## src/rtl/bram_fifo_controller.sv

```systemverilog
// FIFO control stage for an external one-cycle-latency BRAM.
// First-word-fall-through output from a head/skid pair.
module bram_fifo_controller #(
    parameter int WIDTH = 8,
    parameter int DEPTH = 512
) (
    input  logic                         clock,
    input  logic                         reset,
    input  logic                         push,
    input  logic [WIDTH-1:0]             push_data,
    output logic                         full,
    output logic                         overflow,
    input  logic                         pop,
    output logic [WIDTH-1:0]             pop_data,
    output logic                         pop_valid,
    output logic [$clog2(DEPTH+3)-1:0]   count,
    output logic                         mem_write_enable,
    output logic [$clog2(DEPTH)-1:0]     mem_write_addr,
    output logic [WIDTH-1:0]             mem_write_data,
    output logic                         mem_read_enable,
    output logic [$clog2(DEPTH)-1:0]     mem_read_addr,
    input  logic [WIDTH-1:0]             mem_read_data
);

    localparam int AW = $clog2(DEPTH);
    localparam int CW = $clog2(DEPTH + 3);

    logic [AW-1:0]    wr_ptr_q, wr_ptr_d;
    logic [AW-1:0]    rd_ptr_q, rd_ptr_d;
    logic [CW-1:0]    mem_count_q, mem_count_d;
    logic             in_flight_q, in_flight_d;
    logic             full_q, full_d;
    logic             overflow_q, overflow_d;
    logic [WIDTH-1:0] head_q, head_d;
    logic [WIDTH-1:0] skid_q, skid_d;
    logic             head_v_q, head_v_d;
    logic             skid_v_q, skid_v_d;

    logic       accept;
    logic       issue;
    logic       pop_fire;
    logic [1:0] out_entries;
    logic [2:0] occ;
    logic [2:0] limit;

    assign accept      = push && !full_q;
    assign pop_fire    = pop && head_v_q;
    assign out_entries = {1'b0, head_v_q} + {1'b0, skid_v_q};
    assign occ         = {1'b0, out_entries} + {2'b00, in_flight_q};
    assign limit       = 3'd2 + {2'b00, pop_fire};
    // Only issue a read if the buffer will have a slot when the data lands.
    assign issue       = (mem_count_q != '0) && (occ < limit);

    assign wr_ptr_d    = accept ? wr_ptr_q + AW'(1) : wr_ptr_q;
    assign rd_ptr_d    = issue ? rd_ptr_q + AW'(1) : rd_ptr_q;
    assign mem_count_d = mem_count_q + CW'(accept) - CW'(issue);
    assign full_d      = (mem_count_d == CW'(DEPTH));
    assign overflow_d  = push && full_q;
    assign in_flight_d = issue;

    always_comb begin
        head_d   = head_q;
        head_v_d = head_v_q;
        skid_d   = skid_q;
        skid_v_d = skid_v_q;
        if (pop_fire) begin
            if (skid_v_q) begin
                head_d   = skid_q;
                skid_v_d = in_flight_q;
                if (in_flight_q) skid_d = mem_read_data;
            end else begin
                head_v_d = in_flight_q;
                if (in_flight_q) head_d = mem_read_data;
            end
        end else if (in_flight_q) begin
            if (head_v_q) begin
                skid_d   = mem_read_data;
                skid_v_d = 1'b1;
            end else begin
                head_d   = mem_read_data;
                head_v_d = 1'b1;
            end
        end
    end

    always_ff @(posedge clock or posedge reset) begin
        if (reset) begin
            wr_ptr_q    <= '0;
            rd_ptr_q    <= '0;
            mem_count_q <= '0;
            in_flight_q <= 1'b0;
            full_q      <= 1'b0;
            overflow_q  <= 1'b0;
            head_q      <= '0;
            skid_q      <= '0;
            head_v_q    <= 1'b0;
            skid_v_q    <= 1'b0;
        end else begin
            wr_ptr_q    <= wr_ptr_d;
            rd_ptr_q    <= rd_ptr_d;
            mem_count_q <= mem_count_d;
            in_flight_q <= in_flight_d;
            full_q      <= full_d;
            overflow_q  <= overflow_d;
            head_q      <= head_d;
            skid_q      <= skid_d;
            head_v_q    <= head_v_d;
            skid_v_q    <= skid_v_d;
        end
    end

    assign full             = full_q;
    assign overflow         = overflow_q;
    assign pop_data         = head_q;
    assign pop_valid        = head_v_q;
    assign count            = mem_count_q + CW'(in_flight_q) + CW'(out_entries);
    assign mem_write_enable = accept;
    assign mem_write_addr   = wr_ptr_q;
    assign mem_write_data   = push_data;
    assign mem_read_enable  = issue;
    assign mem_read_addr    = rd_ptr_q;

endmodule

```

## config.mk

```make
export PLATFORM = sky130hd
export DESIGN_NAME = bram_fifo_controller
export DESIGN_NICKNAME = d
export VERILOG_FILES = /design/src/rtl/bram_fifo_controller.sv
export SDC_FILE = /design/constraint.sdc
export NUM_CORES = 1
export LEC_CHECK = 0
export CORE_ASPECT_RATIO = 0.7
export CORE_MARGIN = 2
export CORE_UTILIZATION = 46
export CTS_BUF_LIST = sky130_fd_sc_hd__clkbuf_8
export CTS_CLUSTER_SIZE = 30
export DETAILED_ROUTE_END_ITERATION = 7
export GPL_ROUTABILITY_DRIVEN = 0
export GPL_TIMING_DRIVEN = 1
export HOLD_SLACK_MARGIN = 0.15
export PLACE_DENSITY = 0.8
export SYNTH_ARGS = -nofsm -noshare
export SYNTH_HDL_FRONTEND = slang
export SYNTH_SLANG_ARGS = --single-unit
```

## constraint.sdc

```tcl
create_clock -name clock -period 3.94 [get_ports clock]
set_clock_uncertainty 0.05 [all_clocks]
set_input_delay 0.591 -clock clock [delete_from_list [all_inputs] [get_ports clock]]
set_output_delay 0.591 -clock clock [all_outputs]
set_load 0.05 [all_outputs]
```

# Word level (Yosys, flattened, before mapping)
# Index checks and enable logic that the tools add are counted.
# totals
wordCells	54
out_inout_bits	49
mem_count	0
latchBits	0
inputBits	20
ff_bits	49
mem_bits_ro	0
mem_bits_rw	0
# classes
mux	16
n_reduce_logical	13
n_lt_le_gt_ge	1
multipliers	0
shifts	0
bitwise_logic	0
n_div	0
n_eq_ne	5
n_addsub	9
# ops
cell	n
$mux W8	9
$add A10 B1 Y10	2
$add A9 B1 Y9 const B	2
$add A10 B2 Y10	1
$eq A10 B10 Y1 const B	1
$reduce_bool A10 Y1	1
$sub A10 B1 Y10	1
$mux W1	7
$ne A2 B2 Y1 const B	3
$reduce_bool A2 Y1	3
$logic_and A1 B1 Y1	4
$reduce_and A2 Y1	2
$reduce_and A4 Y1	1
$add A2 B1 Y3	1
$add A2 B1 Y3 const A	1
$lt A3 B3 Y1	1
$reduce_and A3 Y1	1
$add A1 B1 Y2	1
$ne A2 B1 Y1 const B	1
$logic_not A1 Y1	1

# Depth between registers and ports, before layout
# Gate-level depths: netlist of the first run.
# logic_depth
word_depth	6
depth_mapped	14
mapped_depth_nobuf	13

# Worst setup path before layout of the first run
# OpenSTA, ideal clock, no wires.
# synth_timing
path_type	reg2reg
start	reg head_v_q, in the netlist pop_valid
end	reg full_q, in the netlist full
required_ns	3.795
n_path_buf	1
synth_period_minus_slack_ns	4.724
stages_incl_launch_ff	15
setup_ns	0.095
slack_ns	-0.784
t_arrival_ns	4.578
path_cell_list	dfrtp_1 -> buf_2 -> inv_1 -> fa_1 -> a31oi_1 -> a311oi_2 -> ha_1 -> inv_1 -> ha_1 -> fa_1 -> a21o_1 -> a2111oi_0 -> o31ai_1 -> xor2_1 -> nor4b_2
# synth_via
elab_chain_len	6
elab_cells_between_ends	8
classes_between	4 x add/sub; 1 x order compare; 1 x eq/ne; 2 x reduce/logical
# synth_rtl
element	line_no	text
from (decl)	36	logic head_v_q, head_v_d;
from (signal assigned)	107	head_v_q <= head_v_d;
$add A1 B1 Y2 or $logic_and A1 B1 Y1 (tied branches)	48, 47	
$add A2 B1 Y3, on equally long branches	49, 50	
$lt A3 B3 Y1 *	52	assign issue = (mem_count_q != '0) && (occ < limit);
$logic_and A1 B1 Y1 *	52	
net mem_read_enable	20	output logic mem_read_enable,
$sub A10 B1 Y10 *	56	assign mem_count_d = mem_count_q + CW'(accept) - CW'(issue);
net mem_count_d[8]	30	logic [CW-1:0] mem_count_q, mem_count_d;
$eq A10 B10 Y1 *	57	assign full_d = (mem_count_d == CW'(DEPTH));
net full_d	32	logic full_q, full_d;
to (signal assigned)	103	full_q <= full_d;
to (decl)	32	
# Mark *: on every way through the listed nets, which the timed path passes. The rest lies on a longest branch.
# A chain may end at the register's enable or synchronous reset.

# Worst setup path in the final report of the first run
# layout_timing
start	reg head_v_q, in the netlist pop_valid
end	out count[6]
# layout_via
elab_chain_len	2
# layout_rtl
element	line_no	text
$add A1 B1 Y2	48	assign out_entries = {1'b0, head_v_q} + {1'b0, skid_v_q};
$add A10 B2 Y10	116	assign count = mem_count_q + CW'(in_flight_q) + CW'(out_entries);
to (decl)	16	output logic [$clog2(DEPTH+3)-1:0] count,
# Every way passes these cells.

==> key figures, run 1 <==
Run status
  • Run status: completed

Clock tree
  • Worst-Skew Late Latency: 0.30 ns
  • CTS tree: yes
  • Clock root buffer: clkbuf_8
  • Post-cts hold buffer count: 0
  • Htree depth: 2
  • Clock Tree Buf Depth: 2
  • Clock Pin Slew Worst Setup and Hold Paths: around 0.09 ns
  • Post-CTS Setup Inserts: 0
  • TritonCTS Sinks: 49
  • Resized Gates After CTS: 0
  • Clock buffer count from CTS: 5

Critical path
  • Worst EP arrival: ~3 ns
  • Worst setup path start: pop_valid$_DFFE_PP0P_
  • Reg2reg path depth: 13
  • Critical path type: flop to output port
  • Crit. End Element: output port
  • CP Cell Sequence: ha_1, fa_1, fa_1, nand3_1, xnor2_1, clkdlybuf4s50_1
  • CP max stage cell: clkdlybuf4s50_1
  • CP max FO: 9
  • Worst r2r dst: full$_DFF_PP0_
  • Worst setup SP type: flop
  • FF-to-FF Start: pop_valid$_DFFE_PP0P_
  • Worst path max stage delay: about 0.83 ns
  • Crit path required time: 3.30 ns
  • Crit path top cell by count: fa_1
  • Crit path capture: count[6]
  • R2r setup slk: between 0.2 and 0.3 ns

Global route
  • Vias in the first global route: between 2000 and 2500
  • Grt ovf: 0
  • Initial antenna violation count: 0
  • GRT Total Usage: 0.192
  • Largest net degree at the start of global routing: 50
  • First-pass GRT wire length: 10600 um

Synth
  • Main area contributors after synthesis: dfrtp_1, ha_1, xnor2_1, mux2_2, mux2i_1
  • Top post-synthesis cells by count: dfrtp_1, ha_1, xnor2_1, inv_1, nand2_1
  • Async SR Flop Fraction: 1.00
  • Synth top area share: 0.430
  • Yosys Warn Count: 0
  • Sequential element share of the synthesized area: 0.430
  • Distinct cells, synth: 44
  • Synth Register Bits: 49
  • EDFF count, synth: 0
  • Synth Cell Area: about 0.0029 mm2
  • Cells after Synth: roughly 260
  • Syn Area/Cell: 11.0 um2
  • Yosys top cell by area: dfrtp_1
  • Ys flop type: dfrtp_1
  • Most frequent cell after synthesis: dfrtp_1
  • Syn Nets: between 300 and 400

Routing
  • DR pass1 iterations: 4
  • Via Count: just over 2000
  • Drt drc: 0
  • Routed WL per cell: ~16 um
  • Antenna viol nets, final: 0
  • Vias per std cell: approximately 5.4
  • Iteration-0 DRC Markers: approximately 120
  • Post-Route WL: 6160 um

Place
  • Dpl cells: roughly 380
  • Port-buffer cells: 52
  • Post-placement setup slack: 0.233 ns
  • Post-DP HPWL: roughly 4700 um

STA
  • Period utilization: 0.945
  • Final Hold Viols: 0
  • Final setup viols: 0
  • Min cycle time layout: around 3.7 ns
  • Final worst slack: between 0.2 and 0.25 ns
  • F_max: roughly 0.27 GHz
  • Slew of the pin with the lowest slew margin: roughly 1.0 ns
  • Max-Slew Margin vs Limit: 0.311
  • Final slew viol count: 0
  • RSZ-0062 raised after global routing: false

Die
  • Die X: 98.1 um
  • Row count: 23
  • IO Pins: between 60 and 70
  • CORE AREA: ~0.006 mm2
  • Starting Density: 0.488
  • Chip height: approximately 70 um
  • Die area: 0.00685 mm2

Layout
  • Number of diodes: 0
  • Filler instances: around 480
  • P&R area growth vs syn: 26.0%
  • Post-layout util: 0.615
  • Non-Filler Instances: around 380
  • Fin nets: 357
  • Share of layout cells above drive strength 1: 0.110

Job
  • Maxcap violations: 0

Hold path
  • Hold WC Path Type: flop to flop
-- cell families after synthesis --
logic type      Yosys count  share of synthesized area
buf+inv                  33                     0.0549
compound gates           31                     0.0729
xor+xnor                 31                     0.0953
fa+ha+maj                30                      0.142
mux                      20                     0.0751
simple gates             64                      0.130
flops                    49                      0.430
-- registers in the layout (all words and copies together) (netlist names) --
signal,flops
full,1
mem_count_q,10
skid_q,8
pop_valid,1
mem_read_addr,9
mem_write_addr,9
in_flight_q,1
skid_v_q,1
overflow,1
pop_data,8
-- per-stage QoR --
stage	TNS (ns)	instance area, um2	hold slack [ns]
after floorplan	-0.118	2910	0.429
after global placement	0	3450	0.412
after detailed placement	0	3450	0.420
after CTS	0	3590	0.438
after global routing	0	3590	0.462
final	0	3590	0.438
-- routing by layer --
| metal | wire length, um | GRT usage | vias up |
|---|---|---|---|
| met5 | 0 | 0 | - |
| met4 | 83 | 0.0448 | 0 |
| met3 | 290 | 0.0350 | 7 |
| met2 | 2560 | 0.280 | 58 |
| met1 | 3230 | 0.297 | 1013 |
| li1 | - | - | 984 |
-- worst max-delay path, delay by kind of cell (launching register included) --
family                   cells  cell delay [ns]
buffers and inverters        1             0.83
flip-flops                   1             0.48
XOR/XNOR                     1             0.14
adder cells (fa/ha/maj)      3             1.22
AND/OR/NAND/NOR              1             0.11
-- cell usage in the layout, fill, tap and decap left out, drive strengths merged, types with 4 or more instances in the layout --
cell,synthesis,routed
mux2,11,11
clkdlybuf4s50,0,52
clkbuf,2,5
mux2i,9,9
fa,4,4
nand2,17,17
xor2,8,8
nor2,5,5
o21ai,10,10
and3,5,5
inv,21,22
xnor2,23,23
nand4,8,8
ha,26,26
a21oi,7,7
dfrtp,49,49
nand3,6,6
-- area by class of cell --
type	instances	area, um2	share of cell area
clock buffers	5	68.8	0.0192
repair buffers	54	536	0.149
clock inverters	3	68.8	0.0192
flip-flops and latches	49	1230	0.342
well taps	75	93.8	0.0261
multi-input cells	176	1520	0.423
inverters	21	78.8	0.0219
-- worst min-delay path by stage --
| stage | startpoint | to | slack, ns | cells past startpoint |
|---|---|---|---|---|
| global placement | pop_data[5]$_DFFE_PP0P_ | pop_data[5]$_DFFE_PP0P_ | 0.41 | 2 |
| global route | mem_read_addr[8]$_DFFE_PP0P_ | mem_read_addr[8]$_DFFE_PP0P_ | 0.46 | 1 |
| floorplan | skid_q[0]$_DFFE_PP0P_ | skid_q[0]$_DFFE_PP0P_ | 0.43 | 1 |
| finish | pop_data[5]$_DFFE_PP0P_ | pop_data[5]$_DFFE_PP0P_ | 0.44 | 2 |
| CTS | mem_write_addr[8]$_DFFE_PP0P_ | mem_write_addr[8]$_DFFE_PP0P_ | 0.44 | 1 |
| detailed placement | pop_data[5]$_DFFE_PP0P_ | pop_data[5]$_DFFE_PP0P_ | 0.42 | 2 |
Power of run 1 is not shown: default switching activity piles up to over one toggle a cycle in this logic, so the estimate is an artifact.
==> run 2: changes to the inputs <==
--- a/config.mk
+++ b/config.mk
@@ -7,14 +7,14 @@
 export LEC_CHECK = 0
 export CORE_ASPECT_RATIO = 0.7
 export CORE_MARGIN = 2
-export CORE_UTILIZATION = 46
+export CORE_UTILIZATION = 50
 export CTS_BUF_LIST = sky130_fd_sc_hd__clkbuf_8
 export CTS_CLUSTER_SIZE = 30
 export DETAILED_ROUTE_END_ITERATION = 7
 export GPL_ROUTABILITY_DRIVEN = 0
 export GPL_TIMING_DRIVEN = 1
 export HOLD_SLACK_MARGIN = 0.15
-export PLACE_DENSITY = 0.8
+export PLACE_DENSITY = 0.83
 export SYNTH_ARGS = -nofsm -noshare
 export SYNTH_HDL_FRONTEND = slang
 export SYNTH_SLANG_ARGS = --single-unit
==> constraint.sdc (replaced) <==
create_clock -name clock -period 3.5 [get_ports clock]
set_clock_uncertainty 0.05 [all_clocks]
set_input_delay 0.525 -clock clock [delete_from_list [all_inputs] [get_ports clock]]
set_output_delay 0.525 -clock clock [all_outputs]
set_load 0.05 [all_outputs]
==> key figures, run 2 (synthesis gave the netlist of run 1 again) <==
Critical path
  • Crit. End Element: flop
  • Critical path type: flop to flop
  • Reg2reg path depth: 14
  • Worst setup SP type: flop
  • Worst EP arrival: between 3 and 4 ns
  • Crit path required time: 3.65 ns
  • CP max FO: 4

Routing
  • Drt drc: 0
  • Antenna viol nets, final: 0
  • Iteration-0 DRC Markers: 73
  • Vias per std cell: around 5.2
  • DR pass1 iterations: 4
  • Via Count: 2030
  • Post-Route WL: 6230 um
  • Routed WL per cell: 15.9 um

Layout
  • Biggest register: mem_count_q
  • P&R area growth vs syn: 30.0%
  • Number of diodes: 0
  • Final Instance Area: 0.00370 mm2
  • FF+latch area: between 0.001 and 0.0015 mm2
  • Filler instances: slightly above 400
  • Most frequent cells in the layout: dfrtp_1, clkdlybuf4s50_1, xnor2_1, ha_1, buf_4
  • Most common cell after layout, fill and taps aside: dfrtp_1
  • Number of flip-flops under the largest register name: 10
  • Area of the multi-input gates: 0.00156 mm2
  • Post-layout util: 0.690
  • Fin nets: approximately 370
  • Share of layout cells above drive strength 1: 0.191

Die
  • IO Pins: between 60 and 70
  • CORE AREA: roughly 0.0054 mm2
  • Row count: 22
  • Chip height: 67.2 um
  • Starting Density: 0.531
  • Die X: 94.2 um
  • Die area: 0.00633 mm2

STA
  • Worst hold slack: ~0.43 ns
  • Min cycle time layout: between 3 and 4 ns
  • Max-Slew Margin vs Limit: 0.335
  • F_max: between 0.2 and 0.3 GHz
  • RSZ-0062 raised after global routing: true
  • Final setup viols: 0
  • Final slew viol count: 0
  • Slew of the pin with the lowest slew margin: ~1.0 ns
  • Setup TNS: 0 ns
  • Final Hold Viols: 0
  • Period utilization: 0.995

Clock tree
  • CTS tree: yes
  • Worst-Skew Late Latency: 0.30 ns
  • Clock Tree Buf Depth: 2
  • TritonCTS Sinks: 49
  • Clock root buffer: clkbuf_8
  • Clock buffer count from CTS: 5
  • Post-cts hold buffer count: 0
  • Clock Pin Slew Worst Setup and Hold Paths: approximately 0.1 ns
  • Htree depth: 2

Global route
  • M3 GR Usage: 0.0246
  • M1 GR Usage: 0.313
  • Initial antenna violation count: 0
  • GRT Total Usage: 0.211
  • Largest net degree at the start of global routing: 50
  • M2 GR Usage: 0.343
  • Vias in the first global route: between 2000 and 2500
  • First-pass GRT wire length: just over 10000 um
  • Grt peak-use layer: met2
  • Grt ovf: 0

Place
  • Cell Area, Placed: between 0.003 and 0.004 mm2
  • Post-DP HPWL: 4710 um
  • Port-buffer cells: 52

Hold path
  • Hold Path Depth: 1
  • Hold WC Path Type: flop to flop

Run status
  • Run status: completed

Job
  • Maxcap violations: 0
-- run 2: stage by stage --
step | std cells | worst slack (ns)
final | 392 | 0.0173
after global routing | 392 | -0.177
after CTS | 392 | -0.0200
after detailed placement | 377 | -0.108
after global placement | 377 | 0.0659
after floorplan | 258 | -0.558
-- run 2: per-layer routing --
layer	vias up	wire (um)	part of all wire
li1	1005	-	-
met4	0	14	0.0022
met2	38	2920	0.47
met3	2	170	0.027
met1	985	3130	0.50
met5	-	0	0
-- run 2: path summary, 6_finish.rpt --
| path | start | to | slack [ns] |
|---|---|---|---|
| max | pop_valid$_DFFE_PP0P_ | full$_DFF_PP0_ | 0.02 |
| min | mem_write_addr[8]$_DFFE_PP0P_ | mem_write_addr[8]$_DFFE_PP0P_ | 0.43 |
| max reg2reg | pop_valid$_DFFE_PP0P_ | full$_DFF_PP0_ | 0.02 |
| min reg2reg | mem_write_addr[8]$_DFFE_PP0P_ | mem_write_addr[8]$_DFFE_PP0P_ | 0.43 |
| max in group asynchronous | reset | pop_valid$_DFFE_PP0P_ | 2.01 |
| min in group asynchronous | reset | skid_q[7]$_DFFE_PP0P_ | 0.72 |
-- run 2: cell type report --
cell class,instances,area share
Timing Repair Buffer,66,0.164
Inverter,21,0.0213
Tap cell,72,0.0243
Multi-Input combinational cell,176,0.422
Clock buffer,5,0.0186
Clock inverter,3,0.0186
Sequential cell,49,0.331
-- run 2: worst max-delay path, stage by stage (launching register included) --
cell	delay, ns
dfrtp_2	0.43
inv_2	0.06
fa_1	0.52
a31oi_4	0.10
a311oi_4	0.29
ha_1	0.18
inv_2	0.04
ha_4	0.15
fa_2	0.33
a21o_1	0.22
buf_6	0.14
a2111oi_4	0.31
o31ai_2	0.11
xor2_1	0.18
nor4b_2	0.25
-- run 2: what timing repair did --
item,4_1_cts,5_1_grt
endpoints found under the setup margin,1,2
gates resized for setup,7,2
setup buffers,7,0
pin swaps,13,4
Power of run 2 is left out for the same reason.
==> run 3: changes to the inputs <==
--- a/config.mk
+++ b/config.mk
@@ -12,7 +12,7 @@
 export CTS_CLUSTER_SIZE = 30
 export DETAILED_ROUTE_END_ITERATION = 7
 export GPL_ROUTABILITY_DRIVEN = 0
-export GPL_TIMING_DRIVEN = 1
+export GPL_TIMING_DRIVEN = 0
 export HOLD_SLACK_MARGIN = 0.15
 export PLACE_DENSITY = 0.83
 export SYNTH_ARGS = -nofsm -noshare
==> key figures, run 3 (synthesis gave the netlist of run 1 again) <==
Die
  • Die X: roughly 94 um
  • CORE AREA: approximately 0.0054 mm2
  • Row count: 22
  • Chip height: between 60 and 70 um
  • IO Pins: 69
  • Die area: roughly 0.0063 mm2
  • Starting Density: 0.531

Layout
  • P&R area growth vs syn: 34.2%
  • Final Instance Area: ~0.0038 mm2
  • Share of layout cells above drive strength 1: 0.165
  • Number of diodes: 0
  • Non-Filler Instances: approximately 410
  • Biggest register: mem_count_q
  • Most frequent cells in the layout: clkdlybuf4s50_1, dfrtp_1, ha_1
  • Fin nets: 382
  • Most common cell after layout, fill and taps aside: clkdlybuf4s50_1
  • Post-layout util: 0.713
  • Filler instances: between 400 and 500
  • Number of flip-flops under the largest register name: 10

Critical path
  • Crit path required time: about 3.7 ns
  • Critical path type: flop to flop
  • Crit. End Element: flop
  • CP max FO: 3
  • Worst setup SP type: flop
  • Worst EP arrival: around 3.7 ns

Job
  • Maxcap violations: 0

STA
  • F_max: about 0.28 GHz
  • Min cycle time layout: 3.56 ns
  • Final Hold Viols: 0
  • Slew of the pin with the lowest slew margin: ~0.6 ns
  • Final slew viol count: 0
  • Max-Slew Margin vs Limit: 0.600
  • Final worst slack: -0.0635 ns
  • Period utilization: 1.02
  • RSZ-0062 raised after global routing: true
  • Final setup viols: 1

Place
  • Post-DP HPWL: about 4800 um
  • Port-buffer cells: 60
  • Cell Area, Placed: roughly 0.0036 mm2
  • Dpl cells: 391

Routing
  • Vias per std cell: 5.32
  • Post-Route WL: a little over 6000 um
  • Antenna viol nets, final: 0
  • DR pass1 iterations: 4
  • Routed WL per cell: roughly 15 um
  • Iteration-0 DRC Markers: ~110
  • Via Count: 2154
  • Drt drc: 0

Global route
  • Initial antenna violation count: 0
  • Vias in the first global route: around 2100
  • First-pass GRT wire length: around 10000 um
  • Grt ovf: 0
  • Largest net degree at the start of global routing: 30
  • GRT Total Usage: 0.209

Clock tree
  • Worst-Skew Late Latency: around 0.30 ns
  • Clock Tree Buf Depth: 2
  • Clock Pin Slew Worst Setup and Hold Paths: ~0.1 ns
  • CTS tree: yes
  • Clock root buffer: clkbuf_8
  • Clock buffer count from CTS: 5
  • TritonCTS Sinks: about 50
  • Htree depth: 2

Hold path
  • Hold WC Path Type: flop to flop

Run status
  • Run status: finished, violations left
  • Failing checks: setup timing
run 3: final cells by class:
class / count / area [um2] / area share
timing repair buffer: 67 / 659 / 0.172
clock buffer: 5 / 68.8 / 0.0180
inverter: 21 / 81.3 / 0.0213
sequential: 49 / 1230 / 0.321
clock inverter: 3 / 26.3 / 0.00687
tap: 72 / 90.1 / 0.0235
multi-input combinational: 176 / 1590 / 0.415
buffer: 12 / 83.8 / 0.0219
run 3: repair_timing:
action | CTS | global route
buffers inserted | 5 | 1
pin swaps | 8 | 3
hold buffers | 0 | 0
setup endpoints to repair | 11 | 2
resized for setup | 10 | 8
run 3: per-stage QoR:
stage	setup WS [ns]	setup TNS [ns]	hold slack, ns
detailed placement	-0.555	-0.720	0.412
global route	-0.167	-0.177	0.454
finish	-0.0635	-0.0635	0.421
floorplan	-0.558	-1.31	0.429
global placement	-0.510	-0.646	0.411
CTS	-0.163	-0.163	0.430
run 3: worst max-delay path, stage by stage (launching register included):
cell and delay, ns:
dfrtp_2 0.42, buf_6 0.12, inv_4 0.03, fa_1 0.52
a31oi_2 0.11, a311oi_4 0.26, ha_1 0.18, inv_2 0.04
ha_4 0.16, fa_2 0.37, buf_4 0.15, xor2_1 0.17
or3_4 0.36, nor4_4 0.31, nor4b_4 0.23
run 3: worst paths after layout:
check | cells after the start | endpoint | startpoint | slack, ns
worst max register to register | 14 | full$_DFF_PP0_ | pop_valid$_DFFE_PP0P_ | -0.06
min in group asynchronous | 2 | mem_write_addr[8]$_DFFE_PP0P_ | reset | 0.50
worst min-delay path | 1 | mem_read_addr[8]$_DFFE_PP0P_ | mem_read_addr[8]$_DFFE_PP0P_ | 0.42
worst min register to register | 1 | mem_read_addr[8]$_DFFE_PP0P_ | mem_read_addr[8]$_DFFE_PP0P_ | 0.42
max in group asynchronous | 3 | in_flight_q$_DFF_PP0_ | reset | 2.38
worst max-delay path | 14 | full$_DFF_PP0_ | pop_valid$_DFFE_PP0P_ | -0.06
run 3: metal layers:
layer,global-route usage,share of wire,up-vias
met4,0.0543,0.0079,0
met5,0,0,-
met1,0.293,0.48,1063
met2,0.348,0.48,53
met3,0.0268,0.031,4
li1,-,-,1034
Power of run 3 is left out for the same reason.
